`src/rtl/arb_rr_pktlock.sv`:
```
// arb_rr_pktlock: N-port round-robin output-port allocator with packet lock.
// Multicast class priority, contention masking and a starvation override.
module arb_rr_pktlock #(
    parameter int N          = 5,
    parameter int IDW        = $clog2(N),
    parameter int STARVE_MAX = 2
) (
    input  logic           clk,
    input  logic           rst,
    input  logic [N-1:0]   u_req,
    input  logic [N-1:0]   m_req,
    input  logic [N-1:0]   multab_ct,
    input  logic           tail_done,
    output logic [N-1:0]   grt,
    output logic [IDW-1:0] grt_id,
    output logic           grt_mc,
    output logic           busy
);

    localparam int SW = (STARVE_MAX > 0) ? $clog2(STARVE_MAX + 1) : 1;

    typedef enum logic {IDLE, LOCKED} state_t;

    state_t         state;
    logic [IDW-1:0] ptr;
    logic [SW-1:0]  scnt;

    logic           starve;
    logic           cls_mc;
    logic [N-1:0]   elig;
    logic           found;
    logic [IDW-1:0] win;
    logic [N-1:0]   win_oh;
    logic [IDW:0]   sum;
    logic [IDW-1:0] idx;
    logic [IDW-1:0] ptr_nxt;
    logic [SW-1:0]  scnt_nxt;
    logic           rel;

    // Class selection: starvation override, else multicast, else unicast.
    // A pending multicast blocks unicast even when every m_req is masked.
    always_comb begin
        starve = (STARVE_MAX != 0) && (int'(scnt) == STARVE_MAX) && (|u_req);
        cls_mc = 1'b0;
        elig   = u_req;
        priority case (1'b1)
            starve: begin
                cls_mc = 1'b0;
                elig   = u_req;
            end
            (|m_req): begin
                cls_mc = 1'b1;
                elig   = m_req & ~multab_ct;
            end
            default: begin
                cls_mc = 1'b0;
                elig   = u_req;
            end
        endcase
    end

    // Rotating first-set search starting at ptr, wrapping at N.
    always_comb begin
        found  = 1'b0;
        win    = '0;
        sum    = '0;
        idx    = '0;
        for (int k = 0; k < N; k++) begin
            sum = {1'b0, ptr} + (IDW+1)'(k);
            if (sum >= (IDW+1)'(N))
                sum = sum - (IDW+1)'(N);
            idx = sum[IDW-1:0];
            if (!found && elig[idx]) begin
                found = 1'b1;
                win   = idx;
            end
        end
        win_oh      = '0;
        win_oh[win] = 1'b1;
    end

    // Next pointer, starvation count and release condition.
    always_comb begin
        ptr_nxt = (int'(win) == N - 1) ? '0 : win + 1'b1;
        if (cls_mc && (|u_req)) begin
            if (int'(scnt) >= STARVE_MAX)
                scnt_nxt = scnt;
            else
                scnt_nxt = scnt + SW'(1);
        end else begin
            scnt_nxt = '0;
        end
        rel = tail_done || !(u_req[grt_id] || m_req[grt_id]);
    end

    // Arbitration FSM with registered grant outputs.
    always_ff @(posedge clk) begin
        if (rst) begin
            state  <= IDLE;
            ptr    <= '0;
            scnt   <= '0;
            grt    <= '0;
            grt_id <= '0;
            grt_mc <= 1'b0;
            busy   <= 1'b0;
        end else begin
            unique case (state)
                IDLE: begin
                    if (found) begin
                        state  <= LOCKED;
                        grt    <= win_oh;
                        grt_id <= win;
                        grt_mc <= cls_mc;
                        busy   <= 1'b1;
                        ptr    <= ptr_nxt;
                        scnt   <= scnt_nxt;
                    end
                end
                LOCKED: begin
                    if (rel) begin
                        state  <= IDLE;
                        grt    <= '0;
                        grt_mc <= 1'b0;
                        busy   <= 1'b0;
                    end
                end
                default: state <= IDLE;
            endcase
        end
    end

endmodule

```
`config.mk`:
```
export PLATFORM = sky130hd
export DESIGN_NAME = arb_rr_pktlock
export DESIGN_NICKNAME = d
export VERILOG_FILES = /design/src/rtl/arb_rr_pktlock.sv
export SDC_FILE = /design/constraint.sdc
export NUM_CORES = 1
export LEC_CHECK = 0
export ABC_AREA = 1
export CAP_MARGIN = 10
export CORE_MARGIN = 4
export CORE_UTILIZATION = 46
export DETAILED_ROUTE_END_ITERATION = 16
export DONT_BUFFER_PORTS = 1
export PLACE_DENSITY = 0.66
export SYNTH_ARGS = -nofsm -noshare
export SYNTH_HDL_FRONTEND = slang
export SYNTH_SLANG_ARGS = --single-unit
```
`constraint.sdc`:
```
create_clock -name clk -period 6.35 [get_ports clk]
set_clock_uncertainty 0.15 [all_clocks]
set_input_delay 0.635 -clock clk [delete_from_list [all_inputs] [get_ports clk]]
set_output_delay 0.635 -clock clk [all_outputs]
set_load 0.05 [all_outputs]
```
* Yosys cells after proc, flatten, opt, wreduce, memory -nomap -nowiden *
Cells that the tools add are included.

word-level totals
  bits in registers = 16
  input port bits = 18
  output and inout port bits = 10

cells by class
  $add $sub $neg = 11
  bitwise logic cells = 3
  reductions and logical operators = 19
  order comparisons = 14
  equal/unequal tests = 5
  multiplexer cells = 49

operators by type and width
  operator               number
  $mux W3                11
  $lt A3 B4 Y1 const B   7
  $bmux W1 S3            7
  $mux W1                20
  $mux W5                4
  $ge A4 B3 Y1 const B   4
  $sub A3 B3 Y3 const B  5
  $pmux W5 S2            1
  $reduce_or A5 Y1       2
  $add A3 B2 Y4 const B  2
  $logic_and A1 B1 Y1    7
  $pmux W1 S2            3
  $and A5 B5 Y5          1
  $logic_not A1 Y1       5
  $not A5 Y5             1
  $add A3 B1 Y4 const B  1
  $add A3 B3 Y4 const B  1
  $mux W2                2
  $ne A2 B2 Y1 const B   2
  $reduce_and A2 Y1      2
  $add A3 B1 Y3 const B  1
  $demux W1 S3           1
  $eq A3 B3 Y1 const B   1
  $ge A3 B1 Y1 const B   1
  other kinds (8)        9

* Longest topological paths before layout *
Gate-level depths: netlist of the first run.

  word-level depth = 25
  gate-level depth with buffers = 23
  gate-level depth less buffers = 22

* Least setup slack after synthesis of the first run *
OpenSTA, ideal clock, no wires.

  kind = register -> register
  start = register ptr[0]
  end = register grt_id[1]
  path buffers = 2
  arrival = 2.605 ns
  setup slack = 3.480 ns
  library setup time = 0.115 ns
  stages on the path, launching flop included = 21
  path through = dfxtp_1 > buf_6 > inv_2 > ha_1 > inv_1 > fa_1 > a21oi_2 > inv_1 > o21ai_1 > inv_1 > nand3_1 > nand2_1 > nand2_1 > nand2_2 > nor2_4 > nand3b_4 > nand2_4 > buf_8 > a21oi_1 > o21ai_0 > inv_1

on the way
  word-level cells in the longest chain between the ends = 18
  elaborated cells on any way between the ends = 48

ends and longest elaborated chain
  what                                                    RTL line  text
  start, declared                                         25        logic [IDW-1:0] ptr;
  start signal, assigned                                  115       ptr <= ptr_nxt;
  branches (longest 18 deep; another with $add A3 B1 Y4)  --
  end signal, assigned                                    112       grt_id <= win;
  end, declared                                           15        output logic [IDW-1:0] grt_id,

Parallel ways; which one is timed is not known. The select of a mux whose other input is x is not followed.
A chain may end at the register's enable or synchronous reset.

* Worst setup path in the final report of the first run *
  start = register ptr[0]
  end = register ptr[0]

on the way
  word-level cells in the longest chain between the ends = 19
  elaborated cells on any way between the ends = 51

ends and longest elaborated chain
  what
  branches (longest 19 deep; another with $add A3 B1 Y4)

Parallel ways; which one is timed is not known. The select of a mux whose other input is x is not followed.

==> results of run 1 <==
-- area by class of cell --
| cell class | instances | area share |
|---|---|---|
| Clock buffer | 3 | 0.0202 |
| Inverter | 49 | 0.0899 |
| Multi-Input combinational cell | 238 | 0.703 |
| Sequential cell | 16 | 0.156 |
| Tap cell | 50 | 0.0306 |
-- path summary, 6_finish.rpt --
check / start / to / slack [ps] / cells past startpoint
worst min register to register: scnt[0]$_SDFFE_PP0P_ / scnt[0]$_SDFFE_PP0P_ / 310 / 2
worst max register to register: ptr[0]$_SDFFE_PP0P_ / ptr[0]$_SDFFE_PP0P_ / 3140 / 18
worst min-delay path: rst / grt[0]$_SDFFE_PP0P_ / 290 / 1
worst max-delay path: ptr[0]$_SDFFE_PP0P_ / ptr[0]$_SDFFE_PP0P_ / 3140 / 18
-- metrics by stage --
stage | cells | worst slack [ps]
detailed placement | 353 | 3140
global placement | 353 | 3250
floorplan | 306 | 3480
finish | 356 | 3140
global route | 356 | 2700
CTS | 356 | 3120
-- synthesized netlist by cell type (all sizes together) (2+ instances only) --
cell type / n / area share
a21oi: 19 / 0.052
buf: 2 / 0.013
dfxtp: 16 / 0.16
ha: 9 / 0.057
inv: 49 / 0.093
nand2: 90 / 0.20
nand3: 52 / 0.17
nand3b: 3 / 0.018
nand4: 10 / 0.032
nor2: 26 / 0.076
nor3: 3 / 0.0076
o21ai: 11 / 0.036
xnor2: 2 / 0.0089
xor2: 2 / 0.016
-- worst max-delay path, stage by stage, from the launching register on --
cell      delay [ps]
dfxtp_1          420
inv_2            200
ha_1             170
inv_1             50
fa_1             400
a21oi_2          210
inv_1             80
o21ai_1          230
inv_1            100
nand3_1           90
nand2_1           70
nand2_1           70
nand2_2           90
nor2_4           210
nand3b_4         130
nand2_4          170
nor2_2           100
a21oi_1          120
nor2_1            50
-- flip-flops by register name, indices dropped and copies added, names as in the netlist --
name and cells:
busy 1, grt 5, grt_id 3, grt_mc 1, ptr 3, scnt 2, state 1
-- layer usage --
metal / share of wire / global-route usage / vias to the layer above
met2: 0.47 / 0.313 / 63
li1: - / - / 1001
met4: 0.0089 / 0.0382 / 0
met3: 0.067 / 0.0410 / 4
met1: 0.46 / 0.258 / 848
met5: 0 / 0 / -
-- logic make-up (layout without fill, tap and decap cells) --
logic type	Yosys count	count (layout)	synth area share
fa+ha+maj	10	10	0.0672
buf+inv	52	52	0.108
flops	16	16	0.162
xor+xnor	4	4	0.0254
compound gates	38	38	0.126
simple gates	186	186	0.511
-- placed cells by master (no fill, tap or decap), types with 2 or more instances in the layout --
cell type and count:
nor2_2 9, nor3_1 3, nand3b_1 2, a21oi_1 17, nor2_4 4, a21oi_2 2
nand2_2 14, o21ai_1 4, inv_2 7, nand3_2 13, nand2_4 3, ha_1 9
clkbuf_8 3, nand4_1 10, inv_1 42, nand3_1 38, dfxtp_1 16, nand2_1 73
o21ai_0 5, nor2_1 13, xor2_2 2, xnor2_1 2
==> impl_metrics.toml, run 1 <==
[cts]
hold_buffers = 0
root_buffer = "clkbuf_8"
clk_transition_reported_paths_ps = 60
h-tree-depth = 1
cts-buffers-inserted = 3
cts_tree = "done"
cts_resized = 0
clockBufferDepth = 2
clk_latency_ps = 250
cts_setup_buffers = 0
clock_sinks = 16

[worst_setup_path]
cp.required_ps = 6340
critical_path.max_fanout = 14
critPathKind = "flop to flop"
worstSetupStartpointType = "flop"
worstPathArrival_ps = 3200
crit_path_end_kind = "flop"

[sta]
fmax_mhz = 312
grt_setup_unrepaired = "no"
setup_viol = 0
holdWs_ps = 294
period_share = 0.505
hold_viol = 0
finalSetupTns_ps = 0
max-slew-margin-rel = 0.591
slew_violations = 0
period_minus_slack_ps = 3210
worstMarginPinSlew_ps = 613

[place]
placed_cell_area_sq_um = 2010
io_buffers = 0
dpl.hpwl_um = 3920
finalWeightedCongestion = 0.893

[drt]
drtIter0Drc = 148
remaining_drc_errors = 0
vias = 1916
wl_per_cell_um = 13.3
avgViaCountPerCell = 5.38
antenna_left = 0
drtPass1Iterations = 4
wl_um = 4740

[status]
outcome = "finished clean"

[final_layout]
multi_input_area_sq_um = 1440
seqCellArea_sq_um = 320
final_area_sq_um = 2050
area_growth_pct = 3.74
n_fill_cell = 424
fin_util = 0.501
n_antenna_cell = 0
drive_above_1_share = 0.206
nNetsFinal = 336

[synthesis]
syn-num-nets = 334
synth_flop_cell = "dfxtp_1"
yosysWarnings = 0
synth_cells = 306
seq_area_frac_synth = 0.162
synth_async_sr_flop_share = 0
ys_types = 39
syn-cell-area_sq_um = 1970
synth-seq-cells = 16
syn_area_per_cell_sq_um = 6.45
synth_edf_count = 0

[global_route]
grt_pass1_wl_um = 8200
grt_start_max_net_pins = 16
overflow = 0
grt_usage = 0.191
grt_pass1_vias = 1825
antenna_found_initial = 0

[die]
start_util = 0.483
die-area_sq_um = 5400
row_count = 23
fp.dieW_um = 73.5
chipHeight_um = 73.5
core_sq_um = 4090
io_pins = 28

[job]
cap_violations = 0

[hold_path]
hold_class = "input port to flop"
Power of run 1 is left out: the tool's default activity adds up to more than one toggle a clock period on the data nets, which glitch-free logic cannot reach.
==> run 2, diff against run 1 <==
==> constraint.sdc (replaced) <==
create_clock -name clk -period 3.15 [get_ports clk]
set_clock_uncertainty 0.15 [all_clocks]
set_input_delay 0.315 -clock clk [delete_from_list [all_inputs] [get_ports clk]]
set_output_delay 0.315 -clock clk [all_outputs]
set_load 0.05 [all_outputs]
==> run 2 against run 1 <==
Net effect:
- die area unchanged
- worst hold slack got worse by 230 ps
- final cell count increased by 1.7%
- register-to-register slack got worse by 2900 ps
- fmax increased by 9.9%
- global-route usage increased by 0.74 points
- cell area increased by 3.4%
- sequential share of layout area decreased by 0.45 points
- largest cell class unchanged
- sequential cell count unchanged
- utilization increased by 1.7 points
- via count increased by 1.4%
- setup slack got worse by 2900 ps
==> impl_metrics.toml, run 2 (synthesized netlist as in run 1, its figures left out) <==
[cts]
root_buffer = "clkbuf_8"
clock_sinks = 16
clk_transition_reported_paths_ps = 60
clockBufferDepth = 2
cts_tree = "done"
clk_latency_ps = 250
h-tree-depth = 1
cts-buffers-inserted = 3

[die]
core_sq_um = 4090
fp.dieW_um = 73.5
chipHeight_um = 73.5
start_util = 0.483
row_count = 23
die-area_sq_um = 5400
io_pins = 28

[place]
pre_cts_ws_ps = 173
finalWeightedCongestion = 0.861
io_buffers = 0
dpl.hpwl_um = 3990

[final_layout]
largest_reg_flops = 5
area_growth_pct = 7.23
nNetsFinal = 341
drive_above_1_share = 0.228
top_regs = "grt x5, grt_id x3, ptr x3"
largest_register = "grt"
n_antenna_cell = 0
layout_commonest_cell = "nand2_1"
fin_util = 0.518
most-common-layout-cells = "73 x nand2_1, 42 x inv_1, 38 x nand3_1"

[drt]
remaining_drc_errors = 0
wl_um = 4880
drtPass1Iterations = 4
drtIter0Drc = 159
avgViaCountPerCell = 5.36
antenna_left = 0
vias = 1942
wl_per_cell_um = 13.5

[sta]
finalSetupTns_ps = 0
slew_violations = 0
hold_viol = 0
fmax_mhz = 343
period_share = 0.927
fin_ws_ps = 230
max-slew-margin-rel = 0.555
period_minus_slack_ps = 2920
grt_setup_unrepaired = "no"
worstMarginPinSlew_ps = 667
setup_viol = 0

[global_route]
grt_usage = 0.198
grt_start_max_net_pins = 15
grt_pass1_vias = 1825
grt_pass1_wl_um = 8580
overflow = 0
antenna_found_initial = 0

[status]
outcome = "finished clean"

[hold_path]
whs_endpoint = "ptr[1]$_SDFFE_PP0P_"
hold_class = "input port to flop"
hp-start = "rst"
holdPathStages = 3

[worst_setup_path]
critPathSlowestCell = "ha_1"
critical_path.max_fanout = 14
cpMostUsedCell = "inv_1"
cp.required_ps = 3180
critPathKind = "flop to flop"
timing.rr.end = "scnt[0]$_SDFFE_PP0P_"
r2r_cells = 14
r2r_start = "ptr[1]$_SDFFE_PP0P_"
worstPathArrival_ps = 2950
r2r_setup_slack_ps = 230
slowest_delay_ps = 390
crit_path_end_kind = "flop"
path_cells = "inv_1, ha_1, xnor2_1, inv_1, o21ai_0, nand3b_1, nand3b_1, nand2_1, inv_1, nand3b_4, nand2_4, nor2_2, nand3_1, a21oi_1"
worstSetupStartpointType = "flop"

[job]
cap_violations = 0
-- run 2: how the worst max path moves through the flow --
stage,start,end
after floorplan,ptr[0]$_SDFFE_PP0P_,grt_id[1]$_SDFFE_PP0P_
after global placement,ptr[2]$_SDFFE_PP0P_,ptr[0]$_SDFFE_PP0P_
after detailed placement,ptr[2]$_SDFFE_PP0P_,ptr[0]$_SDFFE_PP0P_
after CTS,ptr[2]$_SDFFE_PP0P_,scnt[0]$_SDFFE_PP0P_
after global routing,ptr[1]$_SDFFE_PP0P_,grt[2]$_SDFFE_PP0P_
final,ptr[1]$_SDFFE_PP0P_,scnt[0]$_SDFFE_PP0P_
-- run 2: area by class of cell --
| cell class | instances | area (sq um) |
|---|---|---|
| inverters | 49 | 184 |
| flip-flops and latches | 16 | 322 |
| fillers | 434 | 1970 |
| repair buffers | 5 | 40.0 |
| clock buffers | 4 | 55.1 |
| multi-input cells | 238 | 1450 |
| well taps | 50 | 62.6 |
-- run 2: worst max-delay path: cells and delay by family, from the launching register on --
kind | cells | cell delay, ps
AOI/OAI and AO/OA | 2 | 510
xor gates and xnor gates | 1 | 200
adders and majority gates | 1 | 390
and+or+nand+nor | 7 | 870
buffers and inverters | 3 | 350
DFF | 1 | 370
-- run 2: per-layer routing --
metal,track usage,vias up,share of wire
met3,0.0492,2,0.069
met4,0.0181,0,0.0020
met2,0.319,55,0.48
met1,0.278,863,0.45
met5,0,-,0
li1,-,1022,-
-- run 2: what timing repair did --
action,CTS,global route
hold buffers,1,0
resized for setup,0,4
setup buffers,0,1
endpoints found under the hold margin,11,0
setup endpoints to repair,0,15
-- run 2: stage by stage --
step,instances,cell area (sq um),hold WS (ps)
5_1_grt,362,2120,71.3
2_1_floorplan,306,1970,238
3_5_place_dp,356,2030,232
4_1_cts,361,2090,55.1
3_3_place_gp,356,2030,232
6_report,362,2120,61.7
Power of run 2 is left out for the same reason.
==> run 3, diff against run 2 <==
--- a/config.mk
+++ b/config.mk
@@ -12,6 +12,7 @@
 export DETAILED_ROUTE_END_ITERATION = 16
 export DONT_BUFFER_PORTS = 1
 export PLACE_DENSITY = 0.66
+export SETUP_SLACK_MARGIN = 0.1
 export SYNTH_ARGS = -nofsm -noshare
 export SYNTH_HDL_FRONTEND = slang
 export SYNTH_SLANG_ARGS = --single-unit
==> run 3 against run 2 <==
Net effect:
- non-clock buffer count rose by 1
- sequential share of layout area fell by 0.085 points
- routed wire length rose by 2.5%
- worst hold slack got worse by 4.1 ps
- first-iteration DRC count fell by 16%
- utilization rose by 1.1 points
- register-to-register slack improved by 60 ps
- die area did not move
- fmax rose by 2.1%
- setup slack improved by 59 ps
- critical path depth rose by 3
- highest routed layer unchanged
==> impl_metrics.toml, run 3 (synthesized netlist as in run 1, its figures left out) <==
[final_layout]
drive_above_1_share = 0.259
final_area_sq_um = 2160
nNetsFinal = 342
top_regs = "grt x5, grt_id x3, ptr x3"
area_growth_pct = 9.51
layout_commonest_cell = "nand2_1"
largest_reg_flops = 5
largest_register = "grt"
n_antenna_cell = 0
most-common-layout-cells = "73 x nand2_1, 41 x inv_1, 38 x nand3_1"

[drt]
drtPass1Iterations = 4
wl_per_cell_um = 13.8
vias = 1961
wl_um = 5010
antenna_left = 0
avgViaCountPerCell = 5.40
remaining_drc_errors = 0
drtIter0Drc = 133

[cts]
clockBufferDepth = 2
clk_latency_ps = 250
cts_tree = "done"
root_buffer = "clkbuf_8"
clock_sinks = 16
h-tree-depth = 1
clk_transition_reported_paths_ps = 60
cts-buffers-inserted = 3

[global_route]
grt_pass1_wl_um = 8580
antenna_found_initial = 0
grt_usage = 0.198
overflow = 0
grt_start_max_net_pins = 15
grt_pass1_vias = 1825

[sta]
slew_violations = 0
grt_setup_unrepaired = "yes"
finalSetupTns_ps = 0
max-slew-margin-rel = 0.545
period_share = 0.908
period_minus_slack_ps = 2860
hold_viol = 0
fmax_mhz = 350
setup_viol = 0
worstMarginPinSlew_ps = 681

[job]
cap_violations = 0

[die]
core_sq_um = 4090
row_count = 23
fp.dieW_um = 73.5
die-area_sq_um = 5400
io_pins = 28
start_util = 0.483
chipHeight_um = 73.5

[worst_setup_path]
crit_path_end_kind = "flop"
cp.required_ps = 3190
critPathKind = "flop to flop"
critical_path.max_fanout = 7
worstSetupStartpointType = "flop"
worstPathArrival_ps = 2900

[place]
dpl.hpwl_um = 3990
io_buffers = 0
finalWeightedCongestion = 0.861
placed_cell_area_sq_um = 2030

[hold_path]
hold_class = "input port to flop"

[status]
outcome = "finished clean"
## run 3: repair_timing
action / CTS / global route
setup buffers: 0 / 2
hold buffers: 1 / 0
gates resized for setup: 0 / 16
endpoints found under the setup margin: 0 / 16
hold endpoints to repair: 11 / 0
## run 3: worst max-delay path, cell delays in order, from the launching register on
cell and delay, ps:
dfxtp_2 330, inv_2 80, ha_4 130, inv_2 40, fa_2 400, a21oi_4 170
inv_1 90, o21ai_2 180, inv_1 90, nand3_1 100, nand2_1 70, nand2_1 70
nand2_2 90, nor2_4 180, nand3b_4 130, o21ai_4 260, nand2_1 100, a21oi_2 140
## run 3: final cells by class
type / instances / area (sq um)
tap: 50 / 62.6
sequential: 16 / 327
timing repair buffer: 6 / 47.5
fill: 432 / 1930
clock buffer: 4 / 55.1
inverter: 49 / 184
multi-input combinational: 238 / 1490
## run 3: per-stage QoR
stage	instances	hold slack, ps	util	setup WS, ps
after floorplan	306	238	-	280
after global placement	356	232	0.496	209
after detailed placement	356	232	0.496	173
after CTS	361	55.1	0.512	120
after global routing	363	63.7	0.529	43.1
final	363	57.6	0.529	289
## run 3: layer usage
layer | global-route usage | part of all wire | up-vias
li1 | - | - | 1023
met4 | 0.0181 | 0.0016 | 0
met3 | 0.0492 | 0.071 | 2
met1 | 0.278 | 0.44 | 873
met2 | 0.319 | 0.48 | 63
met5 | 0 | 0 | -
## run 3: path summary, 6_finish.rpt
path	start	endpoint	slack, ps	cells after the start
max	ptr[0]$_SDFFE_PP0P_	grt[2]$_SDFFE_PP0P_	290	17
min reg2reg	scnt[0]$_SDFFE_PP0P_	scnt[0]$_SDFFE_PP0P_	320	2
min	rst	ptr[1]$_SDFFE_PP0P_	60	3
max reg2reg	ptr[0]$_SDFFE_PP0P_	grt[2]$_SDFFE_PP0P_	290	17
Power of run 3 is left out for the same reason.
